## config.mk

```make
export PLATFORM = sky130hd
export DESIGN_NAME = seven_seg_scan_driver
export DESIGN_NICKNAME = d
export VERILOG_FILES = /design/src/rtl/seven_seg_scan_driver.sv
export SDC_FILE = /design/constraint.sdc
export NUM_CORES = 1
export LEC_CHECK = 0
export CORE_ASPECT_RATIO = 1.2
export CORE_MARGIN = 5
export CORE_UTILIZATION = 40
export DETAILED_ROUTE_END_ITERATION = 8
export GPL_TIMING_DRIVEN = 1
export PLACE_DENSITY = 0.6
export SETUP_SLACK_MARGIN = 0.5
export SYNTH_ARGS = -nofsm -noshare
export SYNTH_HDL_FRONTEND = slang
export SYNTH_SLANG_ARGS = --single-unit
```

## constraint.sdc

```tcl
create_clock -name clk -period 6.3 [get_ports clk]
set_clock_uncertainty 0.15 [all_clocks]
set_input_delay 1.26 -clock clk [delete_from_list [all_inputs] [get_ports clk]]
set_output_delay 1.26 -clock clk [all_outputs]
set_load 0.01 [all_outputs]
```

## src/rtl/seven_seg_scan_driver.sv

```systemverilog
// Time-multiplexed N-digit seven-segment driver: double-buffered digit codes,
// per-slot dead time, leading-zero blanking and active-low segment decode.
module seven_seg_scan_driver #(
   parameter int N_DIGITS         = 4,
   parameter int REFRESH_DIV      = 100000,
   parameter int DEAD_CYCLES      = 500,
   parameter int ANODE_ACTIVE_LOW = 1
) (
   input  logic                  clk,
   input  logic                  rst,
   input  logic                  load,
   input  logic [4*N_DIGITS-1:0] digits_in,
   input  logic [N_DIGITS-1:0]   dp_in,
   input  logic                  blank_lz,
   output logic [7:0]            seg,
   output logic [N_DIGITS-1:0]   an,
   output logic                  frame_done
);

   localparam int CNT_W = (REFRESH_DIV > 1) ? $clog2(REFRESH_DIV) : 1;
   localparam int IDX_W = (N_DIGITS > 1) ? $clog2(N_DIGITS) : 1;
   localparam logic [CNT_W-1:0]    CNT_LAST = CNT_W'(REFRESH_DIV - 1);
   localparam logic [IDX_W-1:0]    IDX_LAST = IDX_W'(N_DIGITS - 1);
   localparam logic [31:0]         DEAD_U   = 32'(DEAD_CYCLES);
   localparam logic [N_DIGITS-1:0] AN_OFF   = (ANODE_ACTIVE_LOW != 0) ? '1 : '0;

   function automatic logic [7:0] decode(input logic [3:0] code);
      logic [7:0] s;
      case (code)
         4'd0:    s = 8'b00000011;
         4'd1:    s = 8'b10011111;
         4'd2:    s = 8'b00100101;
         4'd3:    s = 8'b00001101;
         4'd4:    s = 8'b10011001;
         4'd5:    s = 8'b01001001;
         4'd6:    s = 8'b11000001;
         4'd7:    s = 8'b00011111;
         4'd8:    s = 8'b00000001;
         4'd9:    s = 8'b00011001;
         4'd10:   s = 8'b11111101;
         4'd15:   s = 8'b00000000;
         default: s = 8'b11111111;
      endcase
      return s;
   endfunction

   logic [CNT_W-1:0]      cnt_q, cnt_d;
   logic [IDX_W-1:0]      idx_q, idx_d;
   logic [4*N_DIGITS-1:0] act_code_q, act_code_d, pend_code_q, pend_code_d;
   logic [N_DIGITS-1:0]   act_dp_q, act_dp_d, pend_dp_q, pend_dp_d;
   logic                  act_blz_q, act_blz_d, pend_blz_q, pend_blz_d;
   logic                  pend_vld_q, pend_vld_d;
   logic [7:0]            seg_q, seg_d;
   logic [N_DIGITS-1:0]   an_q, an_d;
   logic                  fd_q, fd_d;

   logic                  boundary;
   logic                  run;
   logic [N_DIGITS-1:0]   blanked;
   logic [N_DIGITS-1:0]   onehot;
   logic [3:0]            code_sel;
   logic                  dp_sel;

   always_comb begin
      boundary = (cnt_q == CNT_LAST) && (idx_q == IDX_LAST);
      cnt_d    = cnt_q + 1'b1;
      idx_d    = idx_q;
      if (cnt_q == CNT_LAST) begin
         cnt_d = '0;
         idx_d = (idx_q == IDX_LAST) ? '0 : idx_q + 1'b1;
      end
      fd_d = boundary;
   end

   // Active buffer only moves on the frame boundary; a load on that exact
   // cycle bypasses the pending buffer so it is not delayed a whole frame.
   always_comb begin
      act_code_d  = act_code_q;
      act_dp_d    = act_dp_q;
      act_blz_d   = act_blz_q;
      pend_code_d = pend_code_q;
      pend_dp_d   = pend_dp_q;
      pend_blz_d  = pend_blz_q;
      pend_vld_d  = pend_vld_q;
      if (boundary) begin
         pend_vld_d = 1'b0;
         if (load) begin
            act_code_d = digits_in;
            act_dp_d   = dp_in;
            act_blz_d  = blank_lz;
         end else if (pend_vld_q) begin
            act_code_d = pend_code_q;
            act_dp_d   = pend_dp_q;
            act_blz_d  = pend_blz_q;
         end
      end else if (load) begin
         pend_code_d = digits_in;
         pend_dp_d   = dp_in;
         pend_blz_d  = blank_lz;
         pend_vld_d  = 1'b1;
      end
   end

   // Blanking runs from the most significant digit down and stops at the
   // first nonzero code or lit decimal point; digit 0 always shows.
   always_comb begin
      run      = act_blz_q;
      blanked  = '0;
      code_sel = 4'd0;
      dp_sel   = 1'b0;
      onehot   = '0;
      for (int i = N_DIGITS - 1; i >= 0; i--) begin
         if (i == 0 || act_code_q[4*i +: 4] != 4'd0 || act_dp_q[i]) run = 1'b0;
         blanked[i] = run;
      end
      for (int i = 0; i < N_DIGITS; i++) begin
         if (idx_q == IDX_W'(i)) begin
            code_sel  = blanked[i] ? 4'd11 : act_code_q[4*i +: 4];
            dp_sel    = act_dp_q[i];
            onehot[i] = 1'b1;
         end
      end
      if (32'(cnt_q) < DEAD_U) begin
         seg_d = 8'hFF;
         an_d  = AN_OFF;
      end else begin
         seg_d = decode(code_sel) & ~{7'b0, dp_sel};
         an_d  = (ANODE_ACTIVE_LOW != 0) ? ~onehot : onehot;
      end
   end

   always_ff @(posedge clk) begin
      if (rst) begin
         cnt_q       <= '0;
         idx_q       <= '0;
         act_code_q  <= '0;
         act_dp_q    <= '0;
         act_blz_q   <= 1'b0;
         pend_code_q <= '0;
         pend_dp_q   <= '0;
         pend_blz_q  <= 1'b0;
         pend_vld_q  <= 1'b0;
         seg_q       <= 8'hFF;
         an_q        <= AN_OFF;
         fd_q        <= 1'b0;
      end else begin
         cnt_q       <= cnt_d;
         idx_q       <= idx_d;
         act_code_q  <= act_code_d;
         act_dp_q    <= act_dp_d;
         act_blz_q   <= act_blz_d;
         pend_code_q <= pend_code_d;
         pend_dp_q   <= pend_dp_d;
         pend_blz_q  <= pend_blz_d;
         pend_vld_q  <= pend_vld_d;
         seg_q       <= seg_d;
         an_q        <= an_d;
         fd_q        <= fd_d;
      end
   end

   assign seg        = seg_q;
   assign an         = an_q;
   assign frame_done = fd_q;

endmodule

```

==> results of run 1 <==
how the worst max path moves through the flow:
| stage | startpoint | to | slack [ns] | depth (start not counted) |
|---|---|---|---|---|
| 2_1_floorplan | act_dp_q[3] | seg[0] | 3.53 | 8 |
| 3_3_place_gp | load | act_dp_q[1] | 1.95 | 7 |
| 3_5_place_dp | load | act_code_q[0] | 1.87 | 7 |
| 4_1_cts | load | act_dp_q[2] | 2.23 | 7 |
| 5_1_grt | load | act_blz_q | 2.03 | 7 |
| 6_report | load | act_dp_q[2] | 2.24 | 7 |
area by class of cell:
| cell class | instances | area (um^2) | share of cell area, % |
|---|---|---|---|
| Clock buffer | 14 | 162.7 | 3.971 |
| Tap cell | 117 | 146.4 | 3.574 |
| Clock inverter | 2 | 10.01 | 0.2443 |
| Sequential cell | 75 | 1501 | 36.65 |
| Timing Repair Buffer | 39 | 377.9 | 9.224 |
| Multi-Input combinational cell | 269 | 1879 | 45.88 |
| Inverter | 5 | 18.77 | 0.4582 |
through the flow:
stage               hold slack (ns)  setup slack, ns
floorplan                    0.2761            3.528
global placement             0.2892            1.952
CTS                          0.3162            2.230
detailed placement           0.2995            1.870
finish                       0.3129            2.241
global route                 0.3441            2.029
cell usage in the layout (no fill, tap or decap), types with 3 or more instances in the layout:
cell	n
clkdlybuf4s50_1	35
xnor2_1	7
o211ai_1	4
o21ai_0	8
or4_1	4
clkbuf_1	3
inv_1	5
nor2_1	73
nand2b_1	6
a21oi_1	8
dfxtp_1	75
a211oi_1	8
buf_4	3
nand3_1	4
ha_1	11
clkbuf_8	11
mux2i_1	43
and3_1	8
xor2_1	8
nor3_1	5
nand2_1	26
nand3b_1	4
a211oi_2	19
flip-flops by register name, indices dropped and copies added (netlist names):
name,cells
act_blz_q,1
act_code_q,16
act_dp_q,4
an,4
cnt_q,17
frame_done,1
idx_q,2
pend_blz_q,1
pend_code_q,16
pend_dp_q,4
pend_vld_q,1
seg,8
layer usage:
metal / vias to the layer above / wire [um] / global-route usage (%)
li1: 1345 / - / -
met1: 1221 / 3188 / 16.94
met2: 40 / 3376 / 23.49
met3: 13 / 227 / 3.284
met4: 0 / 157 / 6.546
met5: - / 0 / 0
worst register-to-register path, delay by kind of cell (launching register included):
kind / cells / cell delay, ns
and+or+nand+nor: 5 / 2.16
DFF: 1 / 0.32
AOI/OAI and AO/OA: 2 / 0.25
adders and majority gates: 1 / 0.25
power groups by stage:
| stage | Sequential, mW | Combinational [mW] | Clock (mW) |
|---|---|---|---|
| after CTS | 0.489 | 0.0608 | 0.340 |
| final | 0.489 | 0.0595 | 0.329 |
| after global routing | 0.490 | 0.0661 | 0.364 |
| after detailed placement | 0.500 | 0.0607 | 0 |
| after floorplan | 0.499 | 0.0372 | 0 |
| after global placement | 0.500 | 0.0592 | 0 |
logic make-up (layout without fill, tap and decap cells):
| family | count (synthesis) | after routing | synth area share [%] |
|---|---|---|---|
| buf+inv | 27 | 60 | 3.607 |
| fa+ha+maj | 11 | 11 | 3.929 |
| flops | 75 | 75 | 42.86 |
| mux | 43 | 43 | 12.29 |
| simple gates | 143 | 143 | 19.54 |
| xor+xnor | 15 | 15 | 3.750 |
| compound gates | 57 | 57 | 14.04 |
==> results.py, run 1 <==
metrics = {
    "logic_synthesis": {
        "synth-edff-count": 0,
        "syn_area_um2": 3503,
        "yosysMostFrequentCell": "dfxtp_1",
        "async_reset_ff_share_pct": 0,
        "synth_ff_type": "dfxtp_1",
        "synth_area_leaders": "dfxtp_1 (43%), mux2i_1 (12%), nor2_1 (7.8%)",
        "yosys.area.top_type": "dfxtp_1",
        "synth_cell_types": 43,
        "synth-seq-cells": 75,
        "synth_top_area_share_pct": 42.86,
        "yosys-top-cells-count": "dfxtp_1 (75), nor2_1 (73), mux2i_1 (43)",
        "synth_warnings": 0,
        "synthCells": 371,
        "synth_nets": 406,
        "avgSynthCellArea_um2": 9.443,
        "ys_seq_area_share_pct": 42.86,
    },
    "cells_and_area": {
        "nFillCells": 821,
        "fin_nets": 434,
        "layout.cells.non_filler": 521,
        "fin_area_um2": 4096,
        "fin_util_pct": 47.83,
        "diodes": 0,
        "syn2layout_area_growth_pct": 16.93,
        "drive_gt1_share_pct": 10.40,
    },
    "worst_hold_path": {
        "whs_endpoint": "cnt_q[0]",
        "min_path_cells": 1,
        "min_path_type": "reg2reg",
        "hp-start": "cnt_q[0]",
    },
    "grt": {
        "grt_max_degree": 50,
        "grt_use_total_pct": 14.10,
        "first_global_vias": 2599,
        "grt-ovfl-total": 0,
        "antenna_found_initial": 0,
        "grt_pass1_wl_mm": 12.02,
    },
    "sta": {
        "worst_slew_pin_slew_ns": 1.150,
        "maxSlewHeadroom_pct": 23.30,
        "min_period_ns": 4.059,
        "slew_viol_final": 0,
        "finalSetupTns_ns": 0,
        "setup_viol": 0,
        "fmax_mhz": 246.4,
        "hold_viol_final": 0,
        "min_period_over_period_pct": 64.43,
        "rsz0062_at_grt": "no",
    },
    "clocking": {
        "hold_buffers": 0,
        "clk_latency_ns": 0.34,
        "post-cts-setup-buffers": 0,
        "post_cts_resized": 0,
        "cts_sinks": 75,
        "clk_pin_slew_ns": 0.07,
        "root_buffer": "clkbuf_8",
        "cts_buffers": 9,
        "cts_tree": "yes",
        "clock_path_buffers": 2,
        "cts_max_level": 3,
    },
    "setup_path": {
        "r2r_slack_ns": 2.99,
        "critical_path.top_delay_family": "buffers and inverters",
        "slowest_stage": "clkdlybuf4s50_1",
        "crit_type": "in2reg",
        "r2r_end": "seg[0]",
        "critPathMaxFanout": 22,
        "end_kind": "register",
        "crit_chain": "clkdlybuf4s50_1 > buf_4 > nor2_1 > nor3b_4 > buf_4 > nor2_1 > a211oi_2",
        "crit_buf_inv": 3,
        "r2r_cells": 8,
        "cp.required_ns": 6.41,
        "critical-path-max-stage-delay_ns": 0.94,
        "start_kind": "primary input",
        "r2r_start": "act_dp_q[3]",
        "critPathArrivalTime_ns": 4.17,
    },
    "pwr": {
        "p_int_uw": 677.5,
        "p_leak_nw": 1.578,
        "total_power_uw": 877.5,
        "p_sw_share_pct": 22.80,
        "irDropWorstVdd_mv": 0.1057,
        "p_sw_uw": 200.1,
        "clockPowerShare_pct": 37.5,
        "combPwrFrac_pct": 6.8,
        "p_per_area_nw_per_um2": 214.2,
        "seq_power_share_pct": 55.7,
    },
    "placement": {
        "place_area_um2": 3924,
        "routabilityCongestion": 0.8216,
        "dp.final_hpwl_mm": 5.002,
        "dp_cells": 505,
        "port_buffers": 36,
    },
    "routing": {
        "drt-wirelength-per-cell_um": 13.34,
        "drtIter0Drc": 132,
        "vias_per_cell": 5.027,
        "detail-route-antenna-nets": 0,
        "first_pass_iters": 4,
        "vias": 2619,
        "drc": 0,
        "wirelength_mm": 6.949,
    },
    "die": {
        "rows": 37,
        "fp.dieH_um": 112.5,
        "die-width_um": 95.43,
        "die_area_um2": 10740,
        "core_area_um2": 8564,
        "io_pins": 37,
        "initial_utilization_pct": 40.91,
    },
    "flow_run": {
        "drv_cap": 0,
    },
    "status": {
        "status": "complete, no violations",
    },
}
Power figures use the tool's default switching activity.
==> run 2: changes to the inputs <==
--- a/config.mk
+++ b/config.mk
@@ -10,7 +10,7 @@
 export CORE_UTILIZATION = 40
 export DETAILED_ROUTE_END_ITERATION = 8
 export GPL_TIMING_DRIVEN = 1
-export PLACE_DENSITY = 0.6
+export PLACE_DENSITY = 0.62
 export SETUP_SLACK_MARGIN = 0.5
 export SYNTH_ARGS = -nofsm -noshare
 export SYNTH_HDL_FRONTEND = slang
==> constraint.sdc (replaced) <==
create_clock -name clk -period 3.6 [get_ports clk]
set_clock_uncertainty 0.15 [all_clocks]
set_input_delay 0.72 -clock clk [delete_from_list [all_inputs] [get_ports clk]]
set_output_delay 0.72 -clock clk [all_outputs]
set_load 0.01 [all_outputs]
==> results.py, run 2 (synthesis gave the netlist of run 1 again) <==
metrics = {
    "clocking": {
        "root_buffer": "clkbuf_8",
        "hold_buffers": 0,
        "clock_path_buffers": 2,
        "cts_tree": "yes",
        "clk_latency_ns": 0.35,
        "cts_sinks": 75,
        "cts_max_level": 3,
        "cts_buffers": 9,
        "clk_pin_slew_ns": 0.08,
    },
    "routing": {
        "vias": 2636,
        "drtIter0Drc": 86,
        "drt-wirelength-per-cell_um": 13.42,
        "drc": 0,
        "first_pass_iters": 4,
        "vias_per_cell": 5.031,
        "wirelength_mm": 7.031,
        "detail-route-antenna-nets": 0,
    },
    "die": {
        "initial_utilization_pct": 40.91,
        "io_pins": 37,
        "fp.dieH_um": 112.5,
        "die_area_um2": 10740,
        "core_area_um2": 8564,
        "rows": 37,
        "die-width_um": 95.43,
    },
    "pwr": {
        "irDropWorstVdd_mv": 0.2208,
        "p_leak_nw": 1.615,
        "p_per_area_nw_per_um2": 397.3,
    },
    "cells_and_area": {
        "fin_nets": 437,
        "reg.largest.list": "cnt_q x17, act_code_q x16, pend_code_q x16",
        "layout_commonest_cell": "dfxtp_1",
        "nFillCells": 810,
        "layout_common_cells": "dfxtp_1 (75), nor2_1 (73), mux2i_1 (43), clkdlybuf4s50_1 (35), nand2_1 (26)",
        "syn2layout_area_growth_pct": 19.68,
        "top_register": "cnt_q",
        "drive_gt1_share_pct": 12.53,
        "largest_reg_flops": 17,
        "diodes": 0,
    },
    "setup_path": {
        "cp.required_ns": 3.66,
        "start_kind": "register",
        "critPathArrivalTime_ns": 2.95,
        "end_kind": "register",
        "critical-path-max-stage-delay_ns": 0.69,
        "critPathMaxFanout": 7,
        "crit_chain": "or4b_2 > and4bb_1 > a2111oi_0 > o21ai_2 > ha_1 > nand2_1 > nor3_1 > a221oi_2",
        "slowest_stage": "or4b_2",
        "crit_type": "reg2reg",
    },
    "sta": {
        "setup_viol": 0,
        "min_period_over_period_pct": 80.28,
        "slew_viol_final": 0,
        "worst_slew_pin_slew_ns": 0.7862,
        "rsz0062_at_grt": "no",
        "fin_ws_ns": 0.7098,
        "maxSlewHeadroom_pct": 47.10,
        "fmax_mhz": 346.0,
        "finalSetupTns_ns": 0,
        "min_period_ns": 2.890,
        "hold_viol_final": 0,
    },
    "status": {
        "status": "complete, no violations",
    },
    "grt": {
        "grt_max_degree": 37,
        "grt-ovfl-total": 0,
        "grt_use_total_pct": 14.07,
        "grt_pass1_wl_mm": 12.13,
        "antenna_found_initial": 0,
        "first_global_vias": 2606,
    },
    "placement": {
        "routabilityCongestion": 0.9136,
        "dp_slack_ns": 0.4689,
        "port_buffers": 36,
        "dp.final_hpwl_mm": 4.978,
    },
    "flow_run": {
        "drv_cap": 0,
    },
    "worst_hold_path": {
        "min_path_type": "reg2reg",
    },
}
[run 2: cell type report]
cell class                 count  area [um^2]  share of cell area [%]
timing repair buffer          42        412.9                   9.848
multi-input combinational    269         1898                   45.27
clock buffer                   9        123.9                   2.954
sequential                    75         1501                   35.81
inverter                       5        18.77                  0.4476
tap                          117        146.4                   3.491
clock inverter                 7        91.34                   2.178
[run 2: power breakdown]
part	internal (mW)	switching, mW	leakage, nW	total (mW)
registers	0.846	0.00939	0.610	0.856
logic	0.0530	0.0524	0.896	0.105
clock network	0.389	0.316	0.109	0.704
[run 2: what timing repair did]
action / 4_1_cts / 5_1_grt
pin swaps: 0 / 0
endpoints found under the hold margin: 0 / 0
endpoints found under the setup margin: 7 / 8
resized for setup: 1 / 3
cloned: 0 / 0
setup buffers: 0 / 0
[run 2: layer usage]
layer	up-vias	global-route usage (%)	wire (um)
li1	1356	-	-
met5	-	0	0
met3	14	3.284	277
met1	1225	18.08	3219
met4	0	6.357	155
met2	41	22.19	3379
[run 2: worst paths after layout]
path,start,endpoint,slack [ns],cells after the start
setup / recovery,act_dp_q[3],seg[1],0.71,8
setup reg to reg,act_dp_q[3],seg[1],0.71,8
hold / removal,cnt_q[0],cnt_q[0],0.32,1
hold reg to reg,cnt_q[0],cnt_q[0],0.32,1
[run 2: critical path, delay by kind of cell (launching register included)]
kind            cells  cell delay [ns]
compound gates      3             0.59
simple gates        4             1.46
flops               1             0.33
fa+ha+maj           1             0.22
[run 2: per-stage QoR]
stage                     util (%)  power, mW  std cells  cell area, um^2  hold slack (ns)
after floorplan                  -     0.9380        371             3503           0.2761
after global placement       46.22     0.9792        508             3959           0.2931
after detailed placement     46.22     0.9820        508             3959           0.3035
after CTS                    48.79      1.685        524             4179           0.3233
after global routing         48.96      1.740        524             4193           0.3345
final                        48.96      1.666        524             4193           0.3207
==> run 3: changes to the inputs <==
--- a/config.mk
+++ b/config.mk
@@ -10,7 +10,7 @@
 export CORE_UTILIZATION = 40
 export DETAILED_ROUTE_END_ITERATION = 8
 export GPL_TIMING_DRIVEN = 1
-export PLACE_DENSITY = 0.62
+export PLACE_DENSITY = 0.6
 export SETUP_SLACK_MARGIN = 0.5
 export SYNTH_ARGS = -nofsm -noshare
 export SYNTH_HDL_FRONTEND = slang
==> constraint.sdc (replaced) <==
create_clock -name clk -period 2.9 [get_ports clk]
set_clock_uncertainty 0.15 [all_clocks]
set_input_delay 0.58 -clock clk [delete_from_list [all_inputs] [get_ports clk]]
set_output_delay 0.58 -clock clk [all_outputs]
set_load 0.01 [all_outputs]
==> results.py, run 3 (synthesis gave the netlist of run 1 again) <==
metrics = {
    "status": {
        "status": "complete, no violations",
    },
    "sta": {
        "min_period_over_period_pct": 85.28,
        "fmax_mhz": 404.4,
        "setup_viol": 0,
        "maxSlewHeadroom_pct": 47.92,
        "worst_slew_pin_slew_ns": 0.7788,
        "slew_viol_final": 0,
        "rsz0062_at_grt": "yes",
        "min_period_ns": 2.473,
        "hold_viol_final": 0,
        "finalSetupTns_ns": 0,
    },
    "die": {
        "initial_utilization_pct": 40.91,
        "rows": 37,
        "core_area_um2": 8564,
        "fp.dieH_um": 112.5,
        "die-width_um": 95.43,
        "die_area_um2": 10740,
        "io_pins": 37,
    },
    "cells_and_area": {
        "layout_common_cells": "nor2_1 (73), dfxtp_1 (71), mux2i_1 (43), clkdlybuf4s50_1 (35), nand2_1 (24)",
        "reg.largest.list": "cnt_q x17, act_code_q x16, pend_code_q x16",
        "drive_gt1_share_pct": 21.26,
        "diodes": 0,
        "fin_util_pct": 53.21,
        "syn2layout_area_growth_pct": 30.07,
        "fin_nets": 458,
        "nFillCells": 781,
        "largest_reg_flops": 17,
        "top_register": "cnt_q",
        "layout_commonest_cell": "nor2_1",
    },
    "setup_path": {
        "critical-path-max-stage-delay_ns": 0.54,
        "critPathArrivalTime_ns": 2.56,
        "cpMostUsedCell": "nor3_2",
        "slowest_stage": "or4b_4",
        "crit_chain": "or4b_4 > and4bb_4 > nor3_2 > nor3_4 > ha_2 > nand2_2 > nor3_2 > o21ai_0",
        "cp.required_ns": 2.98,
        "start_kind": "register",
        "crit_type": "reg2reg",
        "critPathMaxFanout": 6,
        "end_kind": "register",
    },
    "clocking": {
        "clk_latency_ns": 0.35,
        "cts_max_level": 3,
        "clk_pin_slew_ns": 0.07,
        "cts_tree": "yes",
        "cts_sinks": 75,
        "clock_path_buffers": 2,
        "cts_buffers": 9,
        "hold_buffers": 0,
        "root_buffer": "clkbuf_8",
    },
    "grt": {
        "grt-ovfl-total": 0,
        "grt_max_degree": 48,
        "first_global_vias": 2651,
        "antenna_found_initial": 0,
        "grt_pass1_wl_mm": 12.37,
        "grt_use_total_pct": 14.52,
    },
    "placement": {
        "port_buffers": 36,
        "routabilityCongestion": 0.8415,
        "dp.final_hpwl_mm": 5.045,
    },
    "worst_hold_path": {
        "min_path_type": "reg2reg",
    },
    "routing": {
        "dr_wl_met2_mm": 3.905,
        "drtIter0Drc": 106,
        "vias_per_cell": 5.105,
        "wl_met3_um": 250,
        "drc": 0,
        "drt-wirelength-per-cell_um": 14.26,
        "top_layer_used": "met4",
        "vias": 2782,
        "first_pass_iters": 4,
        "wl_met1_mm": 3.412,
        "detail-route-antenna-nets": 0,
        "wirelength_mm": 7.771,
    },
    "flow_run": {
        "drv_cap": 0,
    },
    "pwr": {
        "p_leak_nw": 1.780,
        "irDropWorstVdd_mv": 0.2601,
        "p_per_area_nw_per_um2": 475.8,
        "total_power_mw": 2.168,
    },
}
-- run 3: changes by cell type in the layout (fill, tap and decap cells not counted), moves of 3 or more --
cell,change
dfxtp_2,+4
dfxtp_1,-4
nor3_1,-3
nor3_2,+3
o21ai_0,-3
buf_6,+5
clkbuf_16,+3
o21ai_1,+3
buf_4,+12
-- run 3: stage by stage --
step / cells / cell area [um^2] / hold slack, ns / worst slack [ns]
after global placement: 515 / 4070 / 0.2937 / 0.3321
after floorplan: 371 / 3562 / 0.2761 / 0.4235
after detailed placement: 515 / 4070 / 0.3019 / 0.2854
after global routing: 545 / 4557 / 0.3577 / 0.3156
final: 545 / 4557 / 0.3179 / 0.4270
after CTS: 537 / 4405 / 0.3170 / 0.4007
-- run 3: cell type report --
| class | count | area (um^2) | share of cell area (%) |
|---|---|---|---|
| repair buffers | 63 | 661.9 | 14.52 |
| flip-flops and latches | 75 | 1506 | 33.06 |
| well taps | 117 | 146.4 | 3.213 |
| clock inverters | 5 | 100.1 | 2.197 |
| multi-input cells | 269 | 1982 | 43.49 |
| inverters | 5 | 18.77 | 0.4119 |
| clock buffers | 11 | 141.4 | 3.103 |
-- run 3: where the power goes --
part	switching [mW]	leakage [nW]	internal [mW]
Combinational	0.0662	1.04	0.0667
Clock	0.381	0.123	0.592
Sequential	0.0113	0.612	1.05
-- run 3: final timing paths --
| check | start | to | slack, ns | depth (start not counted) |
|---|---|---|---|---|
| worst max-delay path | act_code_q[12] | seg[0] | 0.43 | 8 |
| worst min-delay path | cnt_q[0] | cnt_q[0] | 0.32 | 1 |
| worst max register to register | act_code_q[12] | seg[0] | 0.43 | 8 |
| worst min register to register | cnt_q[0] | cnt_q[0] | 0.32 | 1 |
-- run 3: metal layers --
| metal | vias to the layer above | global-route usage (%) |
|---|---|---|
| met4 | 0 | 7.211 |
| met2 | 51 | 23.77 |
| met5 | - | 0 |
| met1 | 1310 | 17.92 |
| li1 | 1404 | - |
| met3 | 17 | 2.882 |
-- run 3: timing repair --
item,in CTS,in global routing
gates cloned,1,5
setup buffers,5,3
pin swaps,8,8
resized for setup,9,11
setup endpoints to repair,32,29
-- run 3: worst max-delay path: cells and delay by family (launching register included) --
kind,cells,cell delay [ns]
AOI/OAI and AO/OA,1,0.12
and+or+nand+nor,6,1.54
adders and majority gates,1,0.22
DFF,1,0.32
